[src/rtl/spi_pkg.sv]
// Shared definitions for the SPI initiator: opcodes, frame sizes and the
// master state encoding.
package spi_pkg;

    localparam logic [1:0] WR_ADDR = 2'b00;
    localparam logic [1:0] WR_DATA = 2'b01;
    localparam logic [1:0] RD_ADDR = 2'b10;
    localparam logic [1:0] RD_DATA = 2'b11;

    localparam int FRAME_BITS = 10;
    localparam int RX_BITS    = 8;

    typedef enum logic [2:0] {
        ST_IDLE,
        ST_START,
        ST_CMD,
        ST_SHIFT,
        ST_WAIT,
        ST_RECV,
        ST_GAP
    } master_state_t;

endpackage

[src/rtl/spi_master_if.sv]
// Host-side command/response port of the SPI initiator. The host is the
// master of this port; spi_master attaches through the slave modport.
interface spi_master_if;
    import spi_pkg::*;

    logic                  cmd_valid;
    logic                  cmd_ready;
    logic [FRAME_BITS-1:0] cmd_data;
    logic                  rsp_valid;
    logic [RX_BITS-1:0]    rsp_data;
    logic                  cmd_err;

    modport master (
        output cmd_valid,
        output cmd_data,
        input  cmd_ready,
        input  rsp_valid,
        input  rsp_data,
        input  cmd_err
    );

    modport slave (
        input  cmd_valid,
        input  cmd_data,
        output cmd_ready,
        output rsp_valid,
        output rsp_data,
        output cmd_err
    );

endinterface

[src/rtl/spi_master_shifter.sv]
// Datapath of the SPI initiator: a load/shift-left register whose MSB is the
// registered MOSI bit, and a MISO capture register that publishes a whole
// byte only when the last bit arrives.
module spi_master_shifter
    import spi_pkg::*;
(
    input  logic                  clk,
    input  logic                  rst_n,
    input  logic                  load,
    input  logic [FRAME_BITS-1:0] load_word,
    input  logic                  shift_en,
    input  logic                  cap_en,
    input  logic                  cap_last,
    input  logic                  miso,
    output logic                  mosi,
    output logic [RX_BITS-1:0]    rx_data
);

    logic [FRAME_BITS-1:0] tx_sr;
    logic [RX_BITS-2:0]    rx_sr;

    // Transmit register: zeros shift in behind the word, so after the tenth
    // shift the MSB (and therefore MOSI) returns to 0 without extra logic.
    always_ff @(posedge clk or negedge rst_n) begin
        if (!rst_n) begin
            tx_sr <= '0;
        end else if (load) begin
            tx_sr <= load_word;
        end else if (shift_en) begin
            tx_sr <= {tx_sr[FRAME_BITS-2:0], 1'b0};
        end
    end

    assign mosi = tx_sr[FRAME_BITS-1];

    // Receive path: first seven bits collect in rx_sr, the eighth completes
    // the byte so rx_data only changes once per read-data frame.
    always_ff @(posedge clk or negedge rst_n) begin
        if (!rst_n) begin
            rx_sr   <= '0;
            rx_data <= '0;
        end else if (cap_en) begin
            rx_sr <= {rx_sr[RX_BITS-3:0], miso};
            if (cap_last) begin
                rx_data <= {rx_sr, miso};
            end
        end
    end

endmodule

[src/rtl/spi_master.sv]
// SPI initiator: accepts 10-bit command words from the host, frames them on
// SS_n/MOSI, and for read-data frames waits RD_LATENCY cycles then captures
// eight MISO bits. IDLE_GAP must be at least 1.
module spi_master
    import spi_pkg::*;
#(
    parameter int RD_LATENCY = 2,
    parameter int IDLE_GAP   = 1
) (
    input  logic         clk,
    input  logic         rst_n,
    spi_master_if.slave  host,
    output logic         busy,
    output logic         SS_n,
    output logic         MOSI,
    input  logic         MISO
);

    localparam logic [3:0] TX_LAST   = 4'(FRAME_BITS - 1);
    localparam logic [3:0] RX_LAST   = 4'(RX_BITS - 1);
    localparam logic [7:0] WAIT_LAST = 8'(RD_LATENCY - 1);
    localparam logic [7:0] GAP_LAST  = 8'(IDLE_GAP - 1);

    master_state_t state_q, state_d;
    logic [3:0]    bit_cnt;
    logic [7:0]    wait_cnt;
    logic [1:0]    op_q;
    logic          rd_pend;
    logic          rsp_valid_q, cmd_err_q;

    logic          accept, reject;
    logic          load, shift_en, cap_en, cap_last;
    logic          rd_set, rd_clr, err_d, rsp_v_d, ss_low_d;
    logic [RX_BITS-1:0] rx_data;

    assign host.cmd_ready = (state_q == ST_IDLE);
    assign busy           = (state_q != ST_IDLE);
    assign host.rsp_valid = rsp_valid_q;
    assign host.cmd_err   = cmd_err_q;
    assign host.rsp_data  = rx_data;

    assign accept = host.cmd_valid && host.cmd_ready;
    assign reject = accept && (host.cmd_data[FRAME_BITS-1 -: 2] == RD_DATA) && !rd_pend;

    // State register.
    always_ff @(posedge clk or negedge rst_n) begin
        if (!rst_n) begin
            state_q <= ST_IDLE;
        end else begin
            state_q <= state_d;
        end
    end

    // Next-state and per-cycle control decode.
    always_comb begin
        state_d  = state_q;
        load     = 1'b0;
        shift_en = 1'b0;
        cap_en   = 1'b0;
        cap_last = 1'b0;
        rd_set   = 1'b0;
        rd_clr   = 1'b0;
        err_d    = 1'b0;
        rsp_v_d  = 1'b0;
        case (state_q)
            ST_IDLE: begin
                if (reject) begin
                    state_d = ST_GAP;
                    err_d   = 1'b1;
                end else if (accept) begin
                    state_d = ST_START;
                    load    = 1'b1;
                end
            end
            ST_START: state_d = ST_CMD;
            ST_CMD:   state_d = ST_SHIFT;
            ST_SHIFT: begin
                shift_en = 1'b1;
                if (bit_cnt == TX_LAST) begin
                    if (op_q == RD_DATA) begin
                        state_d = (RD_LATENCY == 0) ? ST_RECV : ST_WAIT;
                    end else begin
                        state_d = ST_GAP;
                        rd_set  = (op_q == RD_ADDR);
                    end
                end
            end
            ST_WAIT: begin
                if (wait_cnt == WAIT_LAST) begin
                    state_d = ST_RECV;
                end
            end
            ST_RECV: begin
                cap_en = 1'b1;
                if (bit_cnt == RX_LAST) begin
                    cap_last = 1'b1;
                    rsp_v_d  = 1'b1;
                    rd_clr   = 1'b1;
                    state_d  = ST_GAP;
                end
            end
            ST_GAP: begin
                if (wait_cnt == GAP_LAST) begin
                    state_d = ST_IDLE;
                end
            end
            default: state_d = ST_IDLE;
        endcase
    end

    // Bit and wait counters restart on every state change.
    always_ff @(posedge clk or negedge rst_n) begin
        if (!rst_n) begin
            bit_cnt  <= '0;
            wait_cnt <= '0;
        end else if (state_d != state_q) begin
            bit_cnt  <= '0;
            wait_cnt <= '0;
        end else begin
            if (state_q == ST_SHIFT || state_q == ST_RECV) begin
                bit_cnt <= bit_cnt + 4'd1;
            end
            if (state_q == ST_WAIT || state_q == ST_GAP) begin
                wait_cnt <= wait_cnt + 8'd1;
            end
        end
    end

    // Opcode of the frame in flight, latched with the word.
    always_ff @(posedge clk or negedge rst_n) begin
        if (!rst_n) begin
            op_q <= WR_ADDR;
        end else if (load) begin
            op_q <= host.cmd_data[FRAME_BITS-1 -: 2];
        end
    end

    // Tracks whether a read-addr has been sent without a matching read-data.
    always_ff @(posedge clk or negedge rst_n) begin
        if (!rst_n) begin
            rd_pend <= 1'b0;
        end else if (rd_set) begin
            rd_pend <= 1'b1;
        end else if (rd_clr) begin
            rd_pend <= 1'b0;
        end
    end

    assign ss_low_d = (state_d == ST_START) || (state_d == ST_CMD) || (state_d == ST_SHIFT) ||
                      (state_d == ST_WAIT)  || (state_d == ST_RECV);

    // Registered SS_n and host pulses, decoded from the state being entered.
    always_ff @(posedge clk or negedge rst_n) begin
        if (!rst_n) begin
            SS_n        <= 1'b1;
            rsp_valid_q <= 1'b0;
            cmd_err_q   <= 1'b0;
        end else begin
            SS_n        <= !ss_low_d;
            rsp_valid_q <= rsp_v_d;
            cmd_err_q   <= err_d;
        end
    end

    spi_master_shifter u_shifter (
        .clk       (clk),
        .rst_n     (rst_n),
        .load      (load),
        .load_word (host.cmd_data),
        .shift_en  (shift_en),
        .cap_en    (cap_en),
        .cap_last  (cap_last),
        .miso      (MISO),
        .mosi      (MOSI),
        .rx_data   (rx_data)
    );

endmodule

[src/flat_wrapper.sv]
// flat-port wrapper written by rule: the top's interface ports become plain ports
module spi_master_flat import spi_pkg::*;
#(
    parameter int RD_LATENCY = 2,
    parameter int IDLE_GAP   = 1
)
  (clk, rst_n, busy, SS_n, MOSI, MISO, host_cmd_valid, host_cmd_data, host_cmd_ready, host_rsp_valid, host_rsp_data, host_cmd_err);
  spi_master_if host_i ();
  input  logic clk;
  input  logic rst_n;
  output logic busy;
  output logic SS_n;
  output logic MOSI;
  input  logic MISO;
  input wire logic [$bits(host_i.cmd_valid)-1:0] host_cmd_valid;
  input wire logic [$bits(host_i.cmd_data)-1:0] host_cmd_data;
  output wire logic [$bits(host_i.cmd_ready)-1:0] host_cmd_ready;
  output wire logic [$bits(host_i.rsp_valid)-1:0] host_rsp_valid;
  output wire logic [$bits(host_i.rsp_data)-1:0] host_rsp_data;
  output wire logic [$bits(host_i.cmd_err)-1:0] host_cmd_err;
  assign host_i.cmd_valid = host_cmd_valid;
  assign host_i.cmd_data = host_cmd_data;
  assign host_cmd_ready = host_i.cmd_ready;
  assign host_rsp_valid = host_i.rsp_valid;
  assign host_rsp_data = host_i.rsp_data;
  assign host_cmd_err = host_i.cmd_err;
  spi_master #(.RD_LATENCY(RD_LATENCY), .IDLE_GAP(IDLE_GAP)) u_core (.clk(clk), .rst_n(rst_n), .host(host_i), .busy(busy), .SS_n(SS_n), .MOSI(MOSI), .MISO(MISO));
endmodule
[config.mk]
export PLATFORM = sky130hd
export DESIGN_NAME = spi_master_flat
export DESIGN_NICKNAME = d
export VERILOG_FILES = /design/src/rtl/spi_pkg.sv /design/src/rtl/spi_master_if.sv /design/src/rtl/spi_master_shifter.sv /design/src/rtl/spi_master.sv /design/src/flat_wrapper.sv
export SDC_FILE = /design/constraint.sdc
export NUM_CORES = 1
export LEC_CHECK = 0
export ABC_AREA = 1
export CORE_UTILIZATION = 59
export DETAILED_ROUTE_END_ITERATION = 8
export GPL_TIMING_DRIVEN = 0
export PLACE_DENSITY = 0.84
export SYNTH_ARGS = -nofsm -noshare
export SYNTH_HDL_FRONTEND = slang
export SYNTH_HIERARCHICAL = 1
export SYNTH_SLANG_ARGS = --single-unit
[constraint.sdc]
create_clock -name clk -period 2.8 [get_ports clk]
set_input_delay 0.56 -clock clk [delete_from_list [all_inputs] [get_ports clk]]
set_output_delay 0.56 -clock clk [all_outputs]
set_load 0.02 [all_outputs]
[Yosys cells after proc, flatten, opt, wreduce, memory -nomap -nowiden]
Cells that the tools add are included.
Word-level totals
  bits in registers: 46
  bits of input ports: 14
  output and inout bits: 14
  logic and storage cells: 78
Cells by class
  add/subtract/negate cells: 2
  equal/unequal tests: 18
  mux-type cells: 28
  reductions and logical operators: 19
Operators by type and width (count)
  $pmux W3 S7: 1
  $mux W10: 2
  $mux W3: 6
  $mux W8: 2
  $eq A3 B3 Y1 const B: 5
  $mux W1: 14
  $eq A3 B2 Y1 const B: 4
  $add A8 B1 Y8 const B: 1
  $eq A8 B1 Y1 const B: 1
  $logic_not A8 Y1: 1
  $mux W4: 2
  $reduce_bool A2 Y1: 4
  $eq A2 B2 Y1 const B: 3
  $eq A3 B1 Y1 const B: 2
  $logic_or A1 B1 Y1: 6
  $add A4 B1 Y4 const B: 1
  $eq A4 B3 Y1 const B: 1
  $eq A4 B4 Y1 const B: 1
  $logic_and A1 B1 Y1: 3
  $logic_not A3 Y1: 1
  $ne A3 B3 Y1: 1
  $reduce_bool A3 Y1: 1
  $logic_not A1 Y1: 2
  $mux W2: 1
  $reduce_and A2 Y1: 1

[Logic depth before layout (Yosys ltp)]
Gate-level depths: netlist (run 1).
  depth in word-level cells: 12
  mapped depth: 13
  depth with buffers taken out: 12

[Modules after synthesis]
Netlist (run 1), hierarchy kept.
By module, submodules not included
  spi_master: instances 1, cells each 150, area an instance 1257.5 µm², sequential area each 526.8 µm²
  spi_master_shifter: instances 1, cells each 109, area an instance 1029.7 µm², sequential area each 625.6 µm²

[Worst setup path after synthesis (run 1)]
OpenSTA, ideal clock, no wires.
  path kind: in2reg
  start point: input host_cmd_data[8]
  end point: register u_core.wait_cnt[1]
  setup time: 122 ps
  arrival: 1471 ps
  data required time: 2678 ps
  setup slack: 1207 ps
  stages: 10
  cells stage by stage: nand3_1 inv_1 nor2_8 nor2_4 nand2_4 nand2_1 nand2_1 nand2_2 buf_6 nor2_2
On the way
  word-level cells in the longest chain between the ends: 7
  elaborated cells on any way between the ends: 8
Ends and longest elaborated chain
  start: declaration: line flat_wrapper.sv:16  | input wire logic [$bits(host_i.cmd_data)-1:0] host_cmd_data;
  $eq A2 B2 Y1 (*): line spi_master.sv:43  | assign reject = accept && (host.cmd_data[FRAME_BITS-1 -: 2] == RD_DATA) && !rd_pend;
  $logic_and A1 B1 Y1 (*) (2 in a row): line spi_master.sv:43
  $mux W3 (*): line spi_master.sv:67  | if (reject) begin
  $pmux W3 S7 (*): line spi_master.sv:65  | case (state_q)
  via u_core.state_d[0]: line spi_master.sv:24  | master_state_t state_q, state_d;
  $ne A3 B3 Y1 (*): line spi_master.sv:116  | end else if (state_d != state_q) begin
  $mux W8 or $reduce_bool A2 Y1 (tied branches)
  end signal: assignment: line spi_master.sv:124  | wait_cnt <= wait_cnt + 8'd1;
  end: declaration: line spi_master.sv:26  | logic [7:0] wait_cnt;
The timed path passes the listed nets; every way through them passes the cells marked *.
A chain may end at the register's enable or synchronous reset.

[Final worst setup path (run 1)]
  start point: register u_core.state_q[0]
  end point: output host_cmd_ready
On the way
  word-level cells in the longest chain between the ends: 1
Ends and longest elaborated chain
  start: declaration: line spi_master.sv:24
  start signal: assignment: line spi_master.sv:50  | state_q <= state_d;
  $logic_not A3 Y1: line spi_master.sv:36  | assign host.cmd_ready = (state_q == ST_IDLE);
  end: declaration: line flat_wrapper.sv:17  | output wire logic [$bits(host_i.cmd_ready)-1:0] host_cmd_ready;
Every way passes these cells.

==> results of run 1 <==
## Yosys cell counts, drive strengths merged
master,number
nand3,29
nor3,3
inv,31
mux2i,1
nand4,3
a21oi,1
dfrtp,45
xnor2,1
nand2,68
ha,5
o21ai,18
o32ai,1
dfstp,1
nor2,37
buf,6
xor2,8
a31oi,1
## where the power goes
part	switching (mW)	internal [mW]
Clock	0.215	0.266
Sequential	0.111	0.834
Combinational	0.462	0.275
Total	0.789	1.38
## final cells by class
class | instances | area (um2) | area share, %
Buffer | 6 | 48.8 | 1.78
Timing Repair Buffer | 28 | 285 | 10.4
Clock buffer | 6 | 72.6 | 2.65
Sequential cell | 46 | 1150 | 42.0
Multi-Input combinational cell | 176 | 970 | 35.4
Tap cell | 48 | 60.1 | 2.19
Clock inverter | 2 | 37.5 | 1.37
Inverter | 31 | 116 | 4.24
## final timing paths
path	from	end	slack [ns]	cells after the start
setup / recovery	u_core/state_q[0]	host_cmd_ready	0.43	4
hold / removal	rst_n	u_core/u_shifter/rx_data[5]	0.22	1
setup reg to reg	u_core/state_q[1]	u_core/u_shifter/rx_data[6]	0.76	7
hold reg to reg	u_core/u_shifter/rx_data[5]	u_core/u_shifter/rx_data[5]	0.48	2
max in group asynchronous	rst_n	u_core/SS_n	1.99	2
min in group clk	u_core/u_shifter/rx_data[5]	u_core/u_shifter/rx_data[5]	0.48	2
## registers in the layout, summed over array words and instances (netlist names), 2 cells and up
name / cells
u_core/u_shifter/rx_sr: 7
u_core/u_shifter/rx_data: 8
u_core/bit_cnt: 4
u_core/u_shifter/tx_sr: 10
u_core/wait_cnt: 8
u_core/op_q: 2
u_core/state_q: 3
## routing by layer
metal	GRT usage [%]	vias to the layer above
li1	-	887
met1	29.8	828
met2	38.0	32
met3	5.54	4
met4	8.06	0
met5	0	-
## kinds of logic (layout without fill, tap and decap cells)
kind of cell / Yosys count / after routing / share of synthesized area (%)
buf+inv: 37 / 73 / 7.22
compound gates: 21 / 21 / 5.96
xor+xnor: 9 / 9 / 3.45
fa+ha+maj: 5 / 5 / 2.74
simple gates: 140 / 140 / 29.8
mux: 1 / 1 / 0.438
flops: 46 / 46 / 50.4
==> impl_metrics.py, run 1 <==
metrics = {
    "route": {
        "detail_route.wl_per_cell_um": 12.2,
        "drtIter0Drc": 137,
        "route.met2.wl_um": 2070,
        "drt-total-wl_um": 4170,
        "vias": 1751,
        "drc": 0,
        "met1_length_um": 1910,
        "first_pass_iters": 4,
        "vias_per_cell": 5.10,
        "routed.top_layer": "met4",
        "antenna_left": 0,
        "wl_met3_um": 143,
    },
    "clock_network": {
        "cts.sinks": 46,
        "cts_buffers": 5,
        "cts.htree.levels": 2,
        "clkTransAtPathRegs_ns": 0.08,
        "cts_hold_buf": 0,
        "cts-resized-gates": 0,
        "worstSkewPairLatency_ns": 0.30,
        "clockRootBuffer": "clkbuf_8",
        "cts_tree": "built",
        "cts_max_path_buffers": 2,
        "cts_setup_buffers": 0,
    },
    "final_layout": {
        "layout-drive-gt1-share_pct": 16.6,
        "post-route-util_pct": 74.4,
        "mostFrequentLayoutCell": "nand2_1",
        "layout.cells.non_filler": 343,
        "layout_common_cells": "nand2_1, dfrtp_1, inv_1",
        "n_antenna_cell": 0,
        "syn_to_final_growth_pct": 19.9,
        "fillers": 299,
        "postLayoutCellArea_um2": 2740,
        "nNetsFinal": 313,
    },
    "place": {
        "place_inst": 335,
        "place_area_um2": 2630,
        "gp_congestion": 0.809,
        "pre_cts_ws_ns": 0.527,
        "portBuffers": 27,
        "dp_hpwl_um": 3030,
    },
    "logic_synthesis": {
        "synth-seq-cells": 46,
        "yosysSeqAreaShare_pct": 50.4,
        "yosys.area.top_type": "dfrtp_1",
        "synth_area_um2": 2290,
        "yosysWarnings": 6,
        "synth_cells": 259,
        "synth_top_area_share_pct": 49.2,
        "syn_nets": 278,
        "synthTopCellsByArea": "dfrtp_1, nand2_1, nand3_1, inv_1, nor2_1",
        "avgSynthCellArea_um2": 8.83,
        "synth_cell_type_count": 27,
    },
    "die": {
        "ios": 28,
        "start_util_pct": 62.0,
        "rows": 22,
        "die_h_um": 64.3,
        "die_w_um": 64.3,
        "core-area_um2": 3690,
        "die-area_um2": 4130,
    },
    "power": {
        "peakVddDrop_mv": 0.446,
        "p_per_area_nw_per_um2": 789,
        "power_mw": 2.16,
        "p_leak_nw": 1.31,
    },
    "setup_path": {
        "crit_fanout": 7,
        "cp.arrival_ns": 1.81,
        "cp_top_family": "buffers and inverters",
        "startpoint_type": "register",
        "path_buf_inv": 2,
        "cp.required_ns": 2.24,
        "end_kind": "primary output",
        "critPathKind": "register to primary output",
        "crit_chain": "nor2_2 > nand2_1 > inv_1 > clkdlybuf4s50_1",
        "critPathMaxStageDelay_ns": 0.59,
        "cpMaxStageDelayCell": "clkdlybuf4s50_1",
    },
    "global_routing": {
        "antenna_found_initial": 0,
        "grt.total_usage_pct": 23.2,
        "grt_pass1_wl_um": 7380,
        "grt-ovfl-total": 0,
        "grt_max_degree": 27,
        "grt_pass1_vias": 1707,
    },
    "timing": {
        "hold_viol_final": 0,
        "grt_setup_unrepaired": "false",
        "finalClockSkew_ns": 0.00544,
        "maxSlewHeadroom_pct": 47.0,
        "holdWs_ns": 0.222,
        "postLayoutSetupSlackWorst_ns": 0.430,
        "period_share_pct": 84.6,
        "tns_ns": 0,
        "fmax_mhz": 422,
        "fin_crit_ns": 2.37,
        "worst_slew_pin_slew_ns": 0.789,
        "setup_viol": 0,
        "finalMaxSlewViolations": 0,
    },
    "run_status": {
        "outcome": "completed",
    },
    "run": {
        "drv_cap": 0,
    },
    "min_path": {
        "hold_path_class": "input pin to asynchronous set/reset pin",
    },
}
No activity file was read; power rests on OpenSTA's default activity.
==> inputs of run 2 (changes only) <==
Settings changed: CORE_UTILIZATION 59 to 50, PLACE_DENSITY 0.84 to 0.76.
Clock period 2.8 ns to 2 ns, I/O delays scaled along.
==> impl_metrics.py, run 2 (synthesized netlist as in run 1, its figures left out) <==
metrics = {
    "run_status": {
        "outcome": "completed",
    },
    "place": {
        "dp_hpwl_um": 2890,
        "portBuffers": 27,
        "place_inst": 339,
        "gp_congestion": 0.838,
        "place_area_um2": 2650,
        "pre_cts_ws_ns": -0.139,
    },
    "route": {
        "vias_per_cell": 4.93,
        "vias": 1711,
        "antenna_left": 0,
        "drt-total-wl_um": 4110,
        "drc": 0,
        "detail_route.wl_per_cell_um": 11.8,
        "met1_length_um": 1980,
        "first_pass_iters": 4,
        "route.met2.wl_um": 1980,
        "routed.top_layer": "met4",
        "drtIter0Drc": 127,
        "wl_met3_um": 118,
    },
    "final_layout": {
        "syn_to_final_growth_pct": 20.1,
        "largest_reg_flops": 10,
        "nNetsFinal": 313,
        "fillers": 377,
        "layout.cells.non_filler": 347,
        "reg.largest.list": "u_core/u_shifter/tx_sr x10, u_core/u_shifter/rx_data x8, u_core/wait_cnt x8",
        "mostFrequentLayoutCell": "nand2_1",
        "postLayoutCellArea_um2": 2750,
        "n_antenna_cell": 0,
        "layout-drive-gt1-share_pct": 17.6,
        "regMostFlops": "u_core/u_shifter/tx_sr",
        "layout_common_cells": "nand2_1, dfrtp_1, inv_1",
    },
    "die": {
        "die_h_um": 69.6,
        "core-area_um2": 4380,
        "rows": 24,
        "ios": 28,
        "start_util_pct": 52.2,
        "die_w_um": 69.6,
        "die-area_um2": 4850,
    },
    "timing": {
        "finalMaxSlewViolations": 0,
        "finalClockSkew_ns": 0.00814,
        "hold_viol_final": 0,
        "fin_crit_ns": 1.83,
        "maxSlewHeadroom_pct": 63.1,
        "postLayoutSetupSlackWorst_ns": 0.167,
        "worst_slew_pin_slew_ns": 0.553,
        "setup_viol": 0,
        "grt_setup_unrepaired": "false",
        "fmax_mhz": 546,
        "holdWs_ns": 0.0797,
        "period_share_pct": 91.6,
    },
    "min_path": {
        "hold_path_class": "input pin to asynchronous set/reset pin",
    },
    "setup_path": {
        "startpoint_type": "register",
        "end_kind": "primary output",
        "critPathKind": "register to primary output",
        "cp.required_ns": 1.60,
        "cp.arrival_ns": 1.43,
        "path_buf_inv": 2,
        "crit_chain": "nor2_4 > nand2_1 > inv_1 > dlygate4sd2_1",
        "crit_fanout": 7,
        "cpMaxStageDelayCell": "dfrtp_2",
        "cp_top_family": "flip-flops",
        "reg2reg_setup_slack_ns": 0.23,
        "critPathMaxStageDelay_ns": 0.48,
    },
    "power": {
        "peakVddDrop_mv": 0.687,
        "p_per_area_nw_per_um2": 1070,
        "p_leak_nw": 1.31,
        "power_mw": 2.93,
    },
    "clock_network": {
        "cts.sinks": 46,
        "cts_max_path_buffers": 2,
        "worstSkewPairLatency_ns": 0.30,
        "cts.htree.levels": 2,
        "clockRootBuffer": "clkbuf_8",
        "cts_buffers": 5,
        "cts_tree": "built",
        "clkTransAtPathRegs_ns": 0.09,
    },
    "global_routing": {
        "grt.total_usage_pct": 19.1,
        "grt_max_degree": 25,
        "antenna_found_initial": 0,
        "grt-ovfl-total": 0,
        "grt_pass1_vias": 1694,
        "grt_pass1_wl_um": 7420,
    },
    "run": {
        "drv_cap": 0,
    },
}
run 2: cell count changes in the layout (fill, tap and decap cells not counted), sizes merged:
cell           previous run  this run
clkdlybuf4s50            26        24
clkinv                    0         2
bufinv                    1         0
clkbuf                    6         5
dlygate4sd2               0         1
dlymetal6s2s              0         1
run 2: path summary, 6_finish.rpt:
check,endpoint,cells after the start,startpoint
max,host_cmd_ready,4,u_core/state_q[0]
min,u_core/u_shifter/rx_data[2],1,rst_n
max reg2reg,u_core/u_shifter/rx_data[5],7,u_core/state_q[1]
min reg2reg,u_core/u_shifter/tx_sr[0],2,u_core/u_shifter/tx_sr[0]
max in group asynchronous,u_core/SS_n,2,rst_n
min in group clk,u_core/u_shifter/tx_sr[0],2,u_core/u_shifter/tx_sr[0]
run 2: through the flow:
| stage | utilization (%) | TNS (ns) |
|---|---|---|
| after global routing | 62.7 | 0 |
| after detailed placement | 60.3 | -1.34 |
| after floorplan | - | 0 |
| final | 62.7 | 0 |
| after global placement | 59.8 | -33.48 |
| after CTS | 62.6 | 0 |
run 2: power by group:
group / leakage, nW / switching [mW] / internal (mW) / total [mW]
logic: 0.677 / 0.638 / 0.383 / 1.02
registers: 0.588 / 0.162 / 1.17 / 1.33
clock network: 0.0441 / 0.327 / 0.246 / 0.573
total: 1.31 / 1.13 / 1.80 / 2.93
run 2: layer usage:
| metal | vias to the layer above | global-route usage (%) |
|---|---|---|
| li1 | 880 | - |
| met1 | 808 | 25.4 |
| met2 | 21 | 31.1 |
| met3 | 2 | 3.49 |
| met4 | 0 | 7.33 |
| met5 | - | 0 |
run 2: cell type report:
class | instances | area [um2] | area share [%]
Sequential cell | 46 | 1150 | 42.0
Tap cell | 52 | 65.1 | 2.37
Multi-Input combinational cell | 176 | 980 | 35.7
Clock inverter | 3 | 21.3 | 0.774
Inverter | 31 | 116 | 4.23
Clock buffer | 5 | 68.8 | 2.50
Buffer | 6 | 48.8 | 1.78
Timing Repair Buffer | 28 | 294 | 10.7
run 2: repair_timing:
action	CTS	global route
setup endpoints to repair	2	1
hold buffers	0	0
resized for setup	4	1
pin swaps	0	0
setup buffers	0	0
==> inputs of run 3 (changes only) <==
Settings changed: CORE_UTILIZATION 50 to 59, HOLD_SLACK_MARGIN set to 0.02, PLACE_DENSITY 0.76 to 0.84.
Clock period 2 ns to 2.2 ns, I/O delays scaled along.
==> impl_metrics.py, run 3 (synthesized netlist as in run 1, its figures left out) <==
metrics = {
    "run_status": {
        "outcome": "completed",
    },
    "die": {
        "start_util_pct": 62.0,
        "core-area_um2": 3690,
        "die_w_um": 64.3,
        "ios": 28,
        "die_h_um": 64.3,
        "rows": 22,
        "die-area_um2": 4130,
    },
    "global_routing": {
        "grt_use_met1_pct": 29.6,
        "grt.total_usage_pct": 23.2,
        "grt_max_degree": 27,
        "grt-ovfl-total": 0,
        "grt_pass1_vias": 1705,
        "grt_pass1_wl_um": 7380,
        "grtUsageMet3_pct": 5.54,
        "grt.met2_usage_pct": 38.4,
        "top_usage_layer": "met2",
        "antenna_found_initial": 0,
    },
    "route": {
        "drtIter0Drc": 140,
        "antenna_left": 0,
        "drt-total-wl_um": 4190,
        "vias_per_cell": 5.11,
        "vias": 1753,
        "detail_route.wl_per_cell_um": 12.2,
        "first_pass_iters": 4,
        "drc": 0,
    },
    "clock_network": {
        "cts.sinks": 46,
        "cts_hold_buf": 0,
        "worstSkewPairLatency_ns": 0.30,
        "clkTransAtPathRegs_ns": 0.08,
        "cts_max_path_buffers": 2,
        "cts_buffers": 5,
        "cts_setup_buffers": 0,
        "clockRootBuffer": "clkbuf_8",
        "cts_tree": "built",
        "cts.htree.levels": 2,
    },
    "power": {
        "peakVddDrop_mv": 0.556,
        "p_per_area_nw_per_um2": 1000,
        "power_mw": 2.76,
        "p_leak_nw": 1.31,
    },
    "place": {
        "portBuffers": 27,
        "dp_hpwl_um": 3030,
        "gp_congestion": 0.809,
    },
    "timing": {
        "hold_viol_final": 0,
        "finalMaxSlewViolations": 0,
        "setup_viol": 0,
        "period_share_pct": 97.7,
        "holdWs_ns": 0.102,
        "maxSlewHeadroom_pct": 66.2,
        "worst_slew_pin_slew_ns": 0.507,
        "tns_ns": 0,
        "finalClockSkew_ns": 0.00507,
        "fin_crit_ns": 2.15,
        "fmax_mhz": 465,
        "grt_setup_unrepaired": "false",
    },
    "setup_path": {
        "cp_top_family": "buffers and inverters",
        "critPathKind": "register to primary output",
        "end_kind": "primary output",
        "r2r_start": "u_core/state_q[1]",
        "cp.required_ns": 1.76,
        "cp.arrival_ns": 1.71,
        "worstSetupStartpoint": "u_core/state_q[0]",
        "crit_fanout": 7,
        "crit_chain": "nor2_4 > nand2_1 > inv_1 > clkdlybuf4s50_1",
        "critPathMaxStageDelay_ns": 0.59,
        "cpMaxStageDelayCell": "clkdlybuf4s50_1",
        "reg2reg_setup_slack_ns": 0.42,
        "path_buf_inv": 2,
        "startpoint_type": "register",
    },
    "final_layout": {
        "mostFrequentLayoutCell": "nand2_1",
        "fillers": 297,
        "regMostFlops": "u_core/u_shifter/tx_sr",
        "reg.largest.list": "u_core/u_shifter/tx_sr x10, u_core/u_shifter/rx_data x8, u_core/wait_cnt x8",
        "largest_reg_flops": 10,
        "syn_to_final_growth_pct": 20.4,
        "nNetsFinal": 313,
        "layout_common_cells": "nand2_1, dfrtp_1, inv_1",
        "n_antenna_cell": 0,
        "layout-drive-gt1-share_pct": 17.3,
        "post-route-util_pct": 74.7,
    },
    "min_path": {
        "hold_path_class": "input pin to asynchronous set/reset pin",
    },
    "run": {
        "drv_cap": 0,
    },
}
## run 3: cell types whose count changed in the layout (fill, tap and decap cells not counted), sizes merged
| cell | before | now |
|---|---|---|
| clkinv | 2 | 0 |
| clkbuf | 5 | 6 |
| bufinv | 0 | 1 |
| dlymetal6s2s | 1 | 0 |
| dlygate4sd2 | 1 | 0 |
| clkdlybuf4s50 | 24 | 26 |
## run 3: area by class of cell
class                           instances  area, um2  share of cell area [%]
Clock inverter                          2       37.5                    1.36
Sequential cell                        46       1150                    41.9
Buffer                                  6       48.8                    1.77
Clock buffer                            6       72.6                    2.64
Inverter                               31        116                    4.23
Tap cell                               48       60.1                    2.18
Multi-Input combinational cell        176        980                    35.6
Timing Repair Buffer                   28        285                    10.4
## run 3: stage by stage
step	instances	cell area [um2]	worst slack, ns
floorplan	259	2290	0.646
global placement	334	2620	-0.556
detailed placement	335	2630	0.0471
CTS	343	2750	0.0250
global route	343	2750	0.00551
finish	343	2750	0.0507
## run 3: what timing repair did
item	in CTS	in global routing
endpoints found under the setup margin	1	4
resized for setup	1	2
hold endpoints to repair	0	0
## run 3: worst paths after layout
check	cells past startpoint	endpoint
worst max-delay path	4	host_cmd_ready
worst min-delay path	1	u_core/u_shifter/rx_sr[5]
worst max register to register	7	u_core/u_shifter/rx_data[6]
worst min register to register	2	u_core/u_shifter/rx_data[5]
max in group asynchronous	2	u_core/SS_n
min in group clk	2	u_core/u_shifter/rx_data[5]
## run 3: worst reg2reg max path: cells and delay by family, from the launching register on
family	cells	cell delay [ns]
compound gates	1	0.05
simple gates	4	0.83
buf+inv	2	0.36
flops	1	0.44
## run 3: report_power, final
part | total (mW) | internal (mW) | leakage (nW) | switching, mW
Combinational | 0.943 | 0.352 | 0.668 | 0.591
Clock | 0.610 | 0.339 | 0.0514 | 0.271
Sequential | 1.21 | 1.06 | 0.588 | 0.148
## run 3: metal layers
| metal | vias to the layer above | share of wire, % |
|---|---|---|
| met3 | 4 | 3.9 |
| met5 | - | 0 |
| li1 | 886 | - |
| met1 | 826 | 45 |
| met2 | 37 | 50 |
| met4 | 0 | 0.86 |
